`src/rtl/i2c_slave_mem_ctrl.sv`:
```
// i2c_slave_mem_ctrl: byte-level I2C slave sequencer between the bit engine and the register memory.
// Decodes the device and register address bytes, then writes or reads the bytes of the selected register.
// Ports: start_det/stop_det/rx_valid/rx_byte/tx_req/master_nack come from the bit engine.
//        ack_valid/ack_bit and tx_valid/tx_byte go back to the bit engine.
//        mem_* is the memory request/response handshake; busy and err_timeout are status outputs.
module i2c_slave_mem_ctrl #(
  parameter logic [6:0] DEV_ADDR      = 7'h48,
  parameter int         ADDRESSLENGTH = 8,
  parameter int         ADDRESSNUM    = 2,
  parameter int         NBYTES        = 2,
  parameter int         MEM_TIMEOUT   = 16,
  parameter int         BIDX_W        = (NBYTES > 1) ? $clog2(NBYTES) : 1
) (
  input  logic                     sys_clk,
  input  logic                     rst,
  input  logic                     start_det,
  input  logic                     stop_det,
  input  logic                     rx_valid,
  input  logic [7:0]               rx_byte,
  input  logic                     tx_req,
  input  logic                     master_nack,
  output logic                     ack_valid,
  output logic                     ack_bit,
  output logic                     tx_valid,
  output logic [7:0]               tx_byte,
  output logic                     mem_en,
  output logic                     mem_mode,
  output logic                     mem_rw,
  output logic [ADDRESSLENGTH-1:0] mem_addr,
  output logic [BIDX_W-1:0]        mem_bidx,
  output logic [7:0]               mem_wdata,
  input  logic [7:0]               mem_rdata,
  input  logic                     mem_found,
  input  logic                     mem_ack,
  output logic                     busy,
  output logic                     err_timeout
);

  // Configurations this sequencer cannot support are rejected at elaboration.
  if (ADDRESSNUM < 1 || NBYTES < 1 || MEM_TIMEOUT < 2 ||
      ADDRESSLENGTH < 1 || ADDRESSLENGTH > 8) begin : g_bad_cfg
    $error("i2c_slave_mem_ctrl: unsupported parameter set");
  end

  localparam int TMO_W = $clog2(MEM_TIMEOUT);

  typedef enum logic [3:0] {
    S_IDLE,
    S_DEV,
    S_REG,
    S_LOOKUP,
    S_WR_DATA,
    S_WR_MEM,
    S_RD_FETCH,
    S_RD_SEND,
    S_WAIT_STOP
  } state_t;

  state_t                   state_q, state_d;
  logic                     ack_valid_q, ack_valid_d;
  logic                     ack_bit_q, ack_bit_d;
  logic                     tx_valid_q, tx_valid_d;
  logic [7:0]               tx_byte_q, tx_byte_d;
  logic                     mem_en_q, mem_en_d;
  logic                     mem_mode_q, mem_mode_d;
  logic                     mem_rw_q, mem_rw_d;
  logic [ADDRESSLENGTH-1:0] mem_addr_q, mem_addr_d;
  logic [BIDX_W-1:0]        bidx_q, bidx_d;
  logic [7:0]               wdata_q, wdata_d;
  logic                     ptr_valid_q, ptr_valid_d;
  logic [TMO_W-1:0]         tmo_q, tmo_d;
  logic                     err_q, err_d;
  logic                     timed_out;

  function automatic logic [BIDX_W-1:0] next_idx(input logic [BIDX_W-1:0] i);
    if (i == BIDX_W'(NBYTES - 1)) return '0;
    return i + 1'b1;
  endfunction

  always_ff @(posedge sys_clk) begin
    if (rst) begin
      state_q     <= S_IDLE;
      ack_valid_q <= 1'b0;
      ack_bit_q   <= 1'b0;
      tx_valid_q  <= 1'b0;
      tx_byte_q   <= '0;
      mem_en_q    <= 1'b0;
      mem_mode_q  <= 1'b0;
      mem_rw_q    <= 1'b0;
      mem_addr_q  <= '0;
      bidx_q      <= '0;
      wdata_q     <= '0;
      ptr_valid_q <= 1'b0;
      tmo_q       <= '0;
      err_q       <= 1'b0;
    end else begin
      state_q     <= state_d;
      ack_valid_q <= ack_valid_d;
      ack_bit_q   <= ack_bit_d;
      tx_valid_q  <= tx_valid_d;
      tx_byte_q   <= tx_byte_d;
      mem_en_q    <= mem_en_d;
      mem_mode_q  <= mem_mode_d;
      mem_rw_q    <= mem_rw_d;
      mem_addr_q  <= mem_addr_d;
      bidx_q      <= bidx_d;
      wdata_q     <= wdata_d;
      ptr_valid_q <= ptr_valid_d;
      tmo_q       <= tmo_d;
      err_q       <= err_d;
    end
  end

  // The counter only advances while a request is outstanding, so it is back
  // at zero before the next request can be issued.
  assign timed_out = mem_en_q && !mem_ack && (tmo_q == TMO_W'(MEM_TIMEOUT - 1));

  always_comb begin
    state_d     = state_q;
    ack_valid_d = 1'b0;
    ack_bit_d   = ack_bit_q;
    tx_valid_d  = 1'b0;
    tx_byte_d   = tx_byte_q;
    mem_en_d    = mem_en_q;
    mem_mode_d  = mem_mode_q;
    mem_rw_d    = mem_rw_q;
    mem_addr_d  = mem_addr_q;
    bidx_d      = bidx_q;
    wdata_d     = wdata_q;
    ptr_valid_d = ptr_valid_q;
    err_d       = err_q;
    tmo_d       = (mem_en_q && !mem_ack) ? tmo_q + 1'b1 : '0;

    // Bus conditions override everything; a mem_ack or rx byte in the same
    // cycle is dropped. Pointer and index survive a repeated START.
    if (start_det) begin
      state_d  = S_DEV;
      mem_en_d = 1'b0;
    end else if (stop_det) begin
      state_d  = S_IDLE;
      mem_en_d = 1'b0;
    end else begin
      case (state_q)
        S_DEV: begin
          if (rx_valid) begin
            ack_valid_d = 1'b1;
            if (rx_byte[7:1] == DEV_ADDR) begin
              ack_bit_d = 1'b1;
              state_d   = rx_byte[0] ? S_RD_SEND : S_REG;
            end else begin
              ack_bit_d = 1'b0;
              state_d   = S_WAIT_STOP;
            end
          end
        end
        S_REG: begin
          // ACK for the register byte waits for the lookup result.
          if (rx_valid) begin
            mem_addr_d = rx_byte[ADDRESSLENGTH-1:0];
            mem_en_d   = 1'b1;
            mem_mode_d = 1'b1;
            mem_rw_d   = 1'b0;
            state_d    = S_LOOKUP;
          end
        end
        S_LOOKUP: begin
          if (mem_ack) begin
            mem_en_d    = 1'b0;
            ack_valid_d = 1'b1;
            ack_bit_d   = mem_found;
            ptr_valid_d = mem_found;
            if (mem_found) begin
              bidx_d  = '0;
              state_d = S_WR_DATA;
            end else begin
              state_d = S_WAIT_STOP;
            end
          end else if (timed_out) begin
            mem_en_d    = 1'b0;
            err_d       = 1'b1;
            ack_valid_d = 1'b1;
            ack_bit_d   = 1'b0;
            state_d     = S_WAIT_STOP;
          end
        end
        S_WR_DATA: begin
          if (rx_valid) begin
            wdata_d    = rx_byte;
            mem_en_d   = 1'b1;
            mem_mode_d = 1'b0;
            mem_rw_d   = 1'b0;
            state_d    = S_WR_MEM;
          end
        end
        S_WR_MEM: begin
          if (mem_ack) begin
            mem_en_d    = 1'b0;
            ack_valid_d = 1'b1;
            ack_bit_d   = 1'b1;
            bidx_d      = next_idx(bidx_q);
            state_d     = S_WR_DATA;
          end else if (timed_out) begin
            mem_en_d    = 1'b0;
            err_d       = 1'b1;
            ack_valid_d = 1'b1;
            ack_bit_d   = 1'b0;
            state_d     = S_WAIT_STOP;
          end
        end
        S_RD_SEND: begin
          if (master_nack) begin
            state_d = S_WAIT_STOP;
          end else if (tx_req) begin
            if (ptr_valid_q) begin
              mem_en_d   = 1'b1;
              mem_mode_d = 1'b0;
              mem_rw_d   = 1'b1;
              state_d    = S_RD_FETCH;
            end else begin
              // No register selected: the bus sees an idle-high byte.
              tx_byte_d  = 8'hFF;
              tx_valid_d = 1'b1;
            end
          end
        end
        S_RD_FETCH: begin
          if (mem_ack) begin
            mem_en_d   = 1'b0;
            tx_byte_d  = mem_rdata;
            tx_valid_d = 1'b1;
            bidx_d     = next_idx(bidx_q);
            state_d    = S_RD_SEND;
          end else if (timed_out) begin
            mem_en_d   = 1'b0;
            err_d      = 1'b1;
            tx_byte_d  = 8'hFF;
            tx_valid_d = 1'b1;
            state_d    = S_WAIT_STOP;
          end
        end
        default: ;  // S_IDLE and S_WAIT_STOP only react to START/STOP.
      endcase
    end
  end

  assign ack_valid   = ack_valid_q;
  assign ack_bit     = ack_bit_q;
  assign tx_valid    = tx_valid_q;
  assign tx_byte     = tx_byte_q;
  assign mem_en      = mem_en_q;
  assign mem_mode    = mem_mode_q;
  assign mem_rw      = mem_rw_q;
  assign mem_addr    = mem_addr_q;
  assign mem_bidx    = bidx_q;
  assign mem_wdata   = wdata_q;
  assign busy        = (state_q != S_IDLE);
  assign err_timeout = err_q;

endmodule

```
`config.mk`:
```
export PLATFORM = sky130hd
export DESIGN_NAME = i2c_slave_mem_ctrl
export DESIGN_NICKNAME = d
export VERILOG_FILES = /design/src/rtl/i2c_slave_mem_ctrl.sv
export SDC_FILE = /design/constraint.sdc
export NUM_CORES = 1
export LEC_CHECK = 0
export CAP_MARGIN = 10
export CORE_MARGIN = 2
export CORE_UTILIZATION = 47
export CTS_CLUSTER_DIAMETER = 120
export DETAILED_ROUTE_END_ITERATION = 8
export GPL_TIMING_DRIVEN = 0
export PLACE_DENSITY = 0.84
export SKIP_LAST_GASP = 1
export SYNTH_ARGS = -nofsm -noshare
export SYNTH_HDL_FRONTEND = slang
export SYNTH_SLANG_ARGS = --single-unit
export TNS_END_PERCENT = 10
```
`constraint.sdc`:
```
create_clock -name sys_clk -period 2.2 [get_ports sys_clk]
set_input_delay 0.66 -clock sys_clk [delete_from_list [all_inputs] [get_ports sys_clk]]
set_output_delay 0.66 -clock sys_clk [all_outputs]
set_load 0.01 [all_outputs]
```
==> results_dict.tcl, run 1 <==
set metrics [dict create \
    status "completed" \
    cts-root-buf "clkbuf_8" \
    fin_crit_sh_pct 96.0 \
    crit_start "stop_det" \
    ys_ff_latch 41 \
    syn_nets 242 \
    power_density_nw_per_um2 515 \
    synth_top_family_by_area "simple AND/OR/NAND/NOR gates" \
    grt_pass1_wl_um 8940 \
    skew_ns 0.0115 \
    cts_tree "done" \
    overflow 0 \
    syn_to_final_growth_pct 36.7 \
    synth_compound_area_share_pct 19.0 \
    core-area_um2 4290 \
    path_class "input port to flop" \
    drive_gt1_share_pct 12.2 \
    clk-insertion-delay-late_ns 0.30 \
    dp_hpwl_um 3910 \
    finalHoldViolCount 0 \
    wire_per_inst_um 16.4 \
    dr.pass1.iters 4 \
    layout.nets 304 \
    drv_slew 0 \
    ir_drop_mv 0.274 \
    rows 24 \
    ant_nets 0 \
    placed_area_um2 2670 \
    cell_internal_pwr_w 0.00110 \
    synth_ff_type "dfxtp_1" \
    drv_cap 0 \
    combPwrFrac_pct 10.7 \
    r2r_cells 5 \
    grt_max_degree 13 \
    clock-sinks 41 \
    worst-path-max-fanout 7 \
    cts_buffers 5 \
    holdWs_ns 0.452 \
    vias 1947 \
    h-tree-depth 2 \
    yosys.area_share.simple_pct 23.3 \
    path_clk_slew_ns 0.08 \
    clockBufferDepth 2 \
    endpoint_kind "flop" \
    post-place-ws_ns -0.282 \
    portBuffers 55 \
    rsz0062_at_grt "true" \
    worst_slew_pin_slew_ns 0.558 \
    setup-violations-final 0 \
    ios 58 \
    switchingPower_w 0.000347 \
    worst_slack_ns 0.0881 \
    viasPerCell 5.88 \
    crit_required_ns 2.36 \
    synth_area_per_cell_um2 9.53 \
    route.detailed.drc 0 \
    synth_xor_area_share_pct 2.07 \
    clock_power_share_pct 37.5 \
    cp-start-kind "input port" \
    route.final.wire_length_um 5430 \
    ff2ff_setup_slack_ns 0.52 \
    min_path_type "flop to flop" \
    max_slew_margin_pct 62.8 \
    track_usage_pct 22.7 \
    setup.worst_path.end "mem_mode" \
    ys_seq_area_share_pct 39.9 \
    synth_cells 216 \
    fmax_mhz 474 \
    synthAdderAreaFrac_pct 1.16 \
    antenna_found_initial 0 \
    power.leakage_nw 1.20 \
    ys_async_sr_fraction_pct 0 \
    seqPwrFrac_pct 51.8 \
    antenna_cells 0 \
    worstReg2RegEnd "state_q[3]" \
    synth_edf_count 0 \
    yosysUniqueCellTypes 61 \
    die_area_um2 4920 \
    cp_data_arrival_time_ns 2.27 \
    swShare_pct 24.0 \
    reg2reg_from "state_q[3]" \
    grt_pass1_vias 1813 \
    die_y_um 70.2 \
    yosysWarnings 0 \
    drt_first_iter_violations 162 \
    period_minus_slack_ns 2.11 \
    synthMuxAreaShare_pct 10.3 \
    place.gp.congestion 0.974 \
    start_util_pct 47.9 \
    final_area_um2 2810 \
    netlist_area_um2 2060 \
    die_w_um 70.2 \
]
cells by family after synthesis:
| kind of cell | Yosys count |
|---|---|
| buffers and inverters | 17 |
| AND/OR/NAND/NOR | 80 |
| AO/OA/AOI/OAI | 51 |
| adder cells (fa/ha/maj) | 2 |
| XOR/XNOR | 4 |
| multiplexers | 21 |
| flip-flops | 41 |
flip-flops by register name, summed over array words and instances, names as in the netlist:
name / flops
ack_bit: 1
ack_valid: 1
err_timeout: 1
mem_addr: 8
mem_bidx: 1
mem_en: 1
mem_mode: 1
mem_rw: 1
mem_wdata: 8
ptr_valid_q: 1
state_q: 4
tmo_q: 4
tx_byte: 8
tx_valid: 1
routing by layer:
metal / wire, µm / GRT usage [%] / share of wire, %
met4: 94 / 8.55 / 1.7
met2: 2460 / 33.7 / 45
met1: 2470 / 32.2 / 46
met3: 398 / 5.34 / 7.3
met5: 0 / 0 / 0
placed cells by master, fill, tap and decap left out, drive strengths merged, types with 4 or more instances in the layout:
cell            n
a21oi           9
a31oi           5
buf             6
clkbuf         13
clkdlybuf4s50  50
dfxtp          41
dlymetal6s2s    4
inv             5
mux2i          20
nand2           7
nand4           5
nor2           30
nor2b           4
nor3            6
o21ai           8
o221a           9
or2             5
worst max-delay path, cell delays in order:
cell             delay [ns]
clkdlybuf4s50_1        0.46
nor2_2                 0.36
o21ai_1                0.25
o41ai_1                0.44
a21oi_1                0.11
synthesized netlist by cell type (3+ instances only):
| master | instances | area (µm²) |
|---|---|---|
| nand3_1 | 3 | 15.0 |
| inv_1 | 4 | 15.0 |
| or3_1 | 3 | 18.8 |
| nor3_1 | 6 | 30.0 |
| o221a_1 | 9 | 101 |
| clkbuf_1 | 6 | 22.5 |
| nand4_1 | 3 | 18.8 |
| nand2b_1 | 3 | 18.8 |
| a21oi_1 | 8 | 40.0 |
| o21ai_0 | 5 | 25.0 |
| nor2b_1 | 3 | 18.8 |
| a31oi_1 | 5 | 31.3 |
| nor2_1 | 28 | 105 |
| o21ai_1 | 3 | 15.0 |
| buf_2 | 4 | 20.0 |
| mux2i_1 | 20 | 200 |
| dfxtp_1 | 41 | 821 |
| or2_1 | 3 | 18.8 |
| nand2_1 | 7 | 26.3 |
through the flow:
stage,std cells,util (%),setup TNS [ns],total power [W]
floorplan,216,-,0,0.000842
global placement,323,62.3,-3.87,0.000917
detailed placement,323,62.3,-4.34,0.000917
CTS,331,64.9,0,0.00145
global route,331,65.5,-0.00783,0.00150
finish,331,65.5,0,0.00145
power by group through the flow:
stage / Combinational (W) / Sequential [W] / Clock (W)
global placement: 0.000151 / 0.000766 / 0
floorplan: 0.0000756 / 0.000766 / 0
CTS: 0.000152 / 0.000750 / 0.000552
finish: 0.000155 / 0.000750 / 0.000544
detailed placement: 0.000150 / 0.000767 / 0
global route: 0.000167 / 0.000750 / 0.000579
how the worst min path moves through the flow:
stage | to | from | depth (start not counted)
floorplan | tmo_q[0] | tmo_q[0] | 1
global placement | tmo_q[0] | tmo_q[0] | 1
detailed placement | tmo_q[0] | tmo_q[0] | 1
CTS | tmo_q[0] | tmo_q[0] | 1
global route | tmo_q[0] | tmo_q[0] | 1
finish | tmo_q[0] | tmo_q[0] | 1
area by class of cell:
cell class              count  area (µm²)
flip-flops and latches     41         821
multi-input cells         158        1180
well taps                  52        65.1
repair buffers             55         559
inverters                   5        18.8
fillers                   368        1480
clock buffers               7        96.3
plain buffers              12        71.3
clock inverters             1        5.00
what timing repair did:
item                       CTS  global route
hold buffers                 0             0
gates resized for setup      5             6
buffers inserted             0             0
setup endpoints to repair    1             6
pin swaps                    0             3
Note: power is estimated with default switching activity, not from simulation.
==> run 2, diff against run 1 <==
--- a/config.mk
+++ b/config.mk
@@ -13,6 +13,7 @@
 export GPL_TIMING_DRIVEN = 0
 export PLACE_DENSITY = 0.84
 export SKIP_LAST_GASP = 1
+export SLEW_MARGIN = 20
 export SYNTH_ARGS = -nofsm -noshare
 export SYNTH_HDL_FRONTEND = slang
 export SYNTH_SLANG_ARGS = --single-unit
==> results of run 2 <==
No change in the layout: final DEF, timing and power equal those of run 1.
==> run 3, diff against run 2 <==
--- a/config.mk
+++ b/config.mk
@@ -11,6 +11,7 @@
 export CTS_CLUSTER_DIAMETER = 120
 export DETAILED_ROUTE_END_ITERATION = 8
 export GPL_TIMING_DRIVEN = 0
+export MAX_ROUTING_LAYER = met4
 export PLACE_DENSITY = 0.84
 export SKIP_LAST_GASP = 1
 export SLEW_MARGIN = 20
==> run 3 against run 2 <==
Effect of this change: the run now ends with negative setup slack left; clock skew fell by 0.0086 ns; first-iteration DRC count down 23%; clock-buffer cell count is the same; utilization down 0.12 points; power is 5.6% higher; combinational power barely moved; critical path depth unchanged; final cell count unchanged; via count shrank 1.2%.
==> results_dict.tcl, run 3 (synthesized netlist as in run 1, its figures left out) <==
set metrics [dict create \
    status "finished, violations left" \
    violations "negative setup slack" \
    start_util_pct 47.9 \
    max_slew_margin_pct 62.3 \
    portBuffers 55 \
    fmax_mhz 451 \
    placed_area_um2 2670 \
    die_w_um 70.2 \
    vias 1924 \
    antenna_cells 0 \
    skew_ns 0.00299 \
    dp_hpwl_um 3850 \
    route.final.wire_length_um 5360 \
    path_clk_slew_ns 0.08 \
    die_area_um2 4920 \
    wl_met1_um 2410 \
    ant_nets 0 \
    drv_slew 0 \
    antenna_found_initial 0 \
    dr.pass1.iters 5 \
    cp_data_arrival_time_ns 2.40 \
    post_cts_buffers 0 \
    worst-path-max-fanout 3 \
    cp_num_buf_inv 1 \
    clockBufferDepth 2 \
    viasPerCell 5.81 \
    syn_to_final_growth_pct 36.4 \
    endpoint_kind "flop" \
    h-tree-depth 2 \
    track_usage_pct 23.6 \
    met3_wirelength_um 363 \
    max_stage_delay_ns 0.53 \
    final_area_um2 2810 \
    mostFrequentLayoutCell "clkdlybuf4s50_1" \
    fin_setup_tns_ns -0.0160 \
    finish.utilization_pct 65.4 \
    worst_slack_ns -0.0160 \
    crit_required_ns 2.39 \
    holdWs_ns 0.456 \
    drive_gt1_share_pct 11.5 \
    min_path_type "flop to flop" \
    ios 58 \
    path_class "input port to flop" \
    slowest_stage "or3b_2" \
    fin_crit_sh_pct 101 \
    die_y_um 70.2 \
    cts_buffers 5 \
    setup-violations-final 1 \
    overflow 0 \
    cts-root-buf "clkbuf_8" \
    layout.nets 304 \
    route.detailed.drc 0 \
    final_cell_mix "54 x clkdlybuf4s50_1, 41 x dfxtp_1, 27 x nor2_1" \
    rows 24 \
    drv_cap 0 \
    clk-insertion-delay-late_ns 0.29 \
    clock-sinks 41 \
    power.leakage_nw 1.16 \
    ir_drop_mv 0.359 \
    cts_tree "done" \
    top_layer "met4" \
    worst_slew_pin_slew_ns 0.566 \
    grt_pass1_vias 1836 \
    wire_per_inst_um 16.2 \
    period_minus_slack_ns 2.22 \
    power_density_nw_per_um2 545 \
    finalHoldViolCount 0 \
    met2_length_um 2470 \
    crit_path_cell_trace "clkdlybuf4s50_1, or3b_2, nor4_4, nor3b_1, o221a_1" \
    place.gp.congestion 0.956 \
    rsz0062_at_grt "true" \
    drt_first_iter_violations 125 \
    grt_pass1_wl_um 8910 \
    grt_max_degree 13 \
    cpLargestDelayFamily "simple AND/OR/NAND/NOR gates" \
    core-area_um2 4290 \
    cp-start-kind "input port" \
]
## run 3: cell count changes in the layout (fill, tap and decap cells not counted)
| cell | before | now |
|---|---|---|
| bufinv_16 | 0 | 1 |
| clkbuf_1 | 6 | 7 |
| clkbuf_8 | 7 | 6 |
| clkdlybuf4s50_1 | 50 | 54 |
| clkinv_2 | 1 | 0 |
| dlymetal6s2s_1 | 4 | 0 |
| nor2_2 | 1 | 2 |
| nor2_4 | 2 | 1 |
| nor3b_1 | 1 | 2 |
| nor3b_2 | 1 | 0 |
## run 3: final timing paths
kind	from	endpoint	slack, ns	cells after the start
worst max-delay path	rx_byte[7]	state_q[3]	-0.02	5
worst min-delay path	tmo_q[0]	tmo_q[0]	0.46	1
worst max register to register	state_q[2]	tx_byte[2]	0.50	5
worst min register to register	tmo_q[0]	tmo_q[0]	0.46	1
## run 3: metal layers
metal / track usage [%] / vias up
met4: 9.40 / 0
met2: 33.5 / 82
met1: 32.8 / 902
li1: - / 929
met3: 4.76 / 11
met5: - / -
## run 3: area by class of cell
class / count / area (µm²)
Sequential cell: 41 / 821
Tap cell: 52 / 65.1
Multi-Input combinational cell: 158 / 1170
Fill cell: 367 / 1490
Clock buffer: 7 / 86.3
Inverter: 5 / 18.8
Timing Repair Buffer: 55 / 549
Clock inverter: 1 / 30.0
Buffer: 12 / 71.3
## run 3: through the flow
stage / cells / setup WS (ns) / power (W)
after CTS: 331 / 0.0103 / 0.00154
after detailed placement: 323 / -0.289 / 0.000917
after global placement: 323 / -0.288 / 0.000918
final: 331 / -0.0160 / 0.00153
after floorplan: 216 / 0.318 / 0.000842
after global routing: 331 / -0.0396 / 0.00159
## run 3: repair_timing
item                       CTS  global route
hold buffers                 0             0
setup endpoints to repair    1             5
gates resized for setup      4             1
gates cloned                 0             0
pin swaps                    0             1
## run 3: report_power, final
part	leakage, nW	switching (W)	internal, W
Sequential	0.330	0.00000432	0.000745
Combinational	0.772	0.0000814	0.0000731
Clock	0.0585	0.000256	0.000370
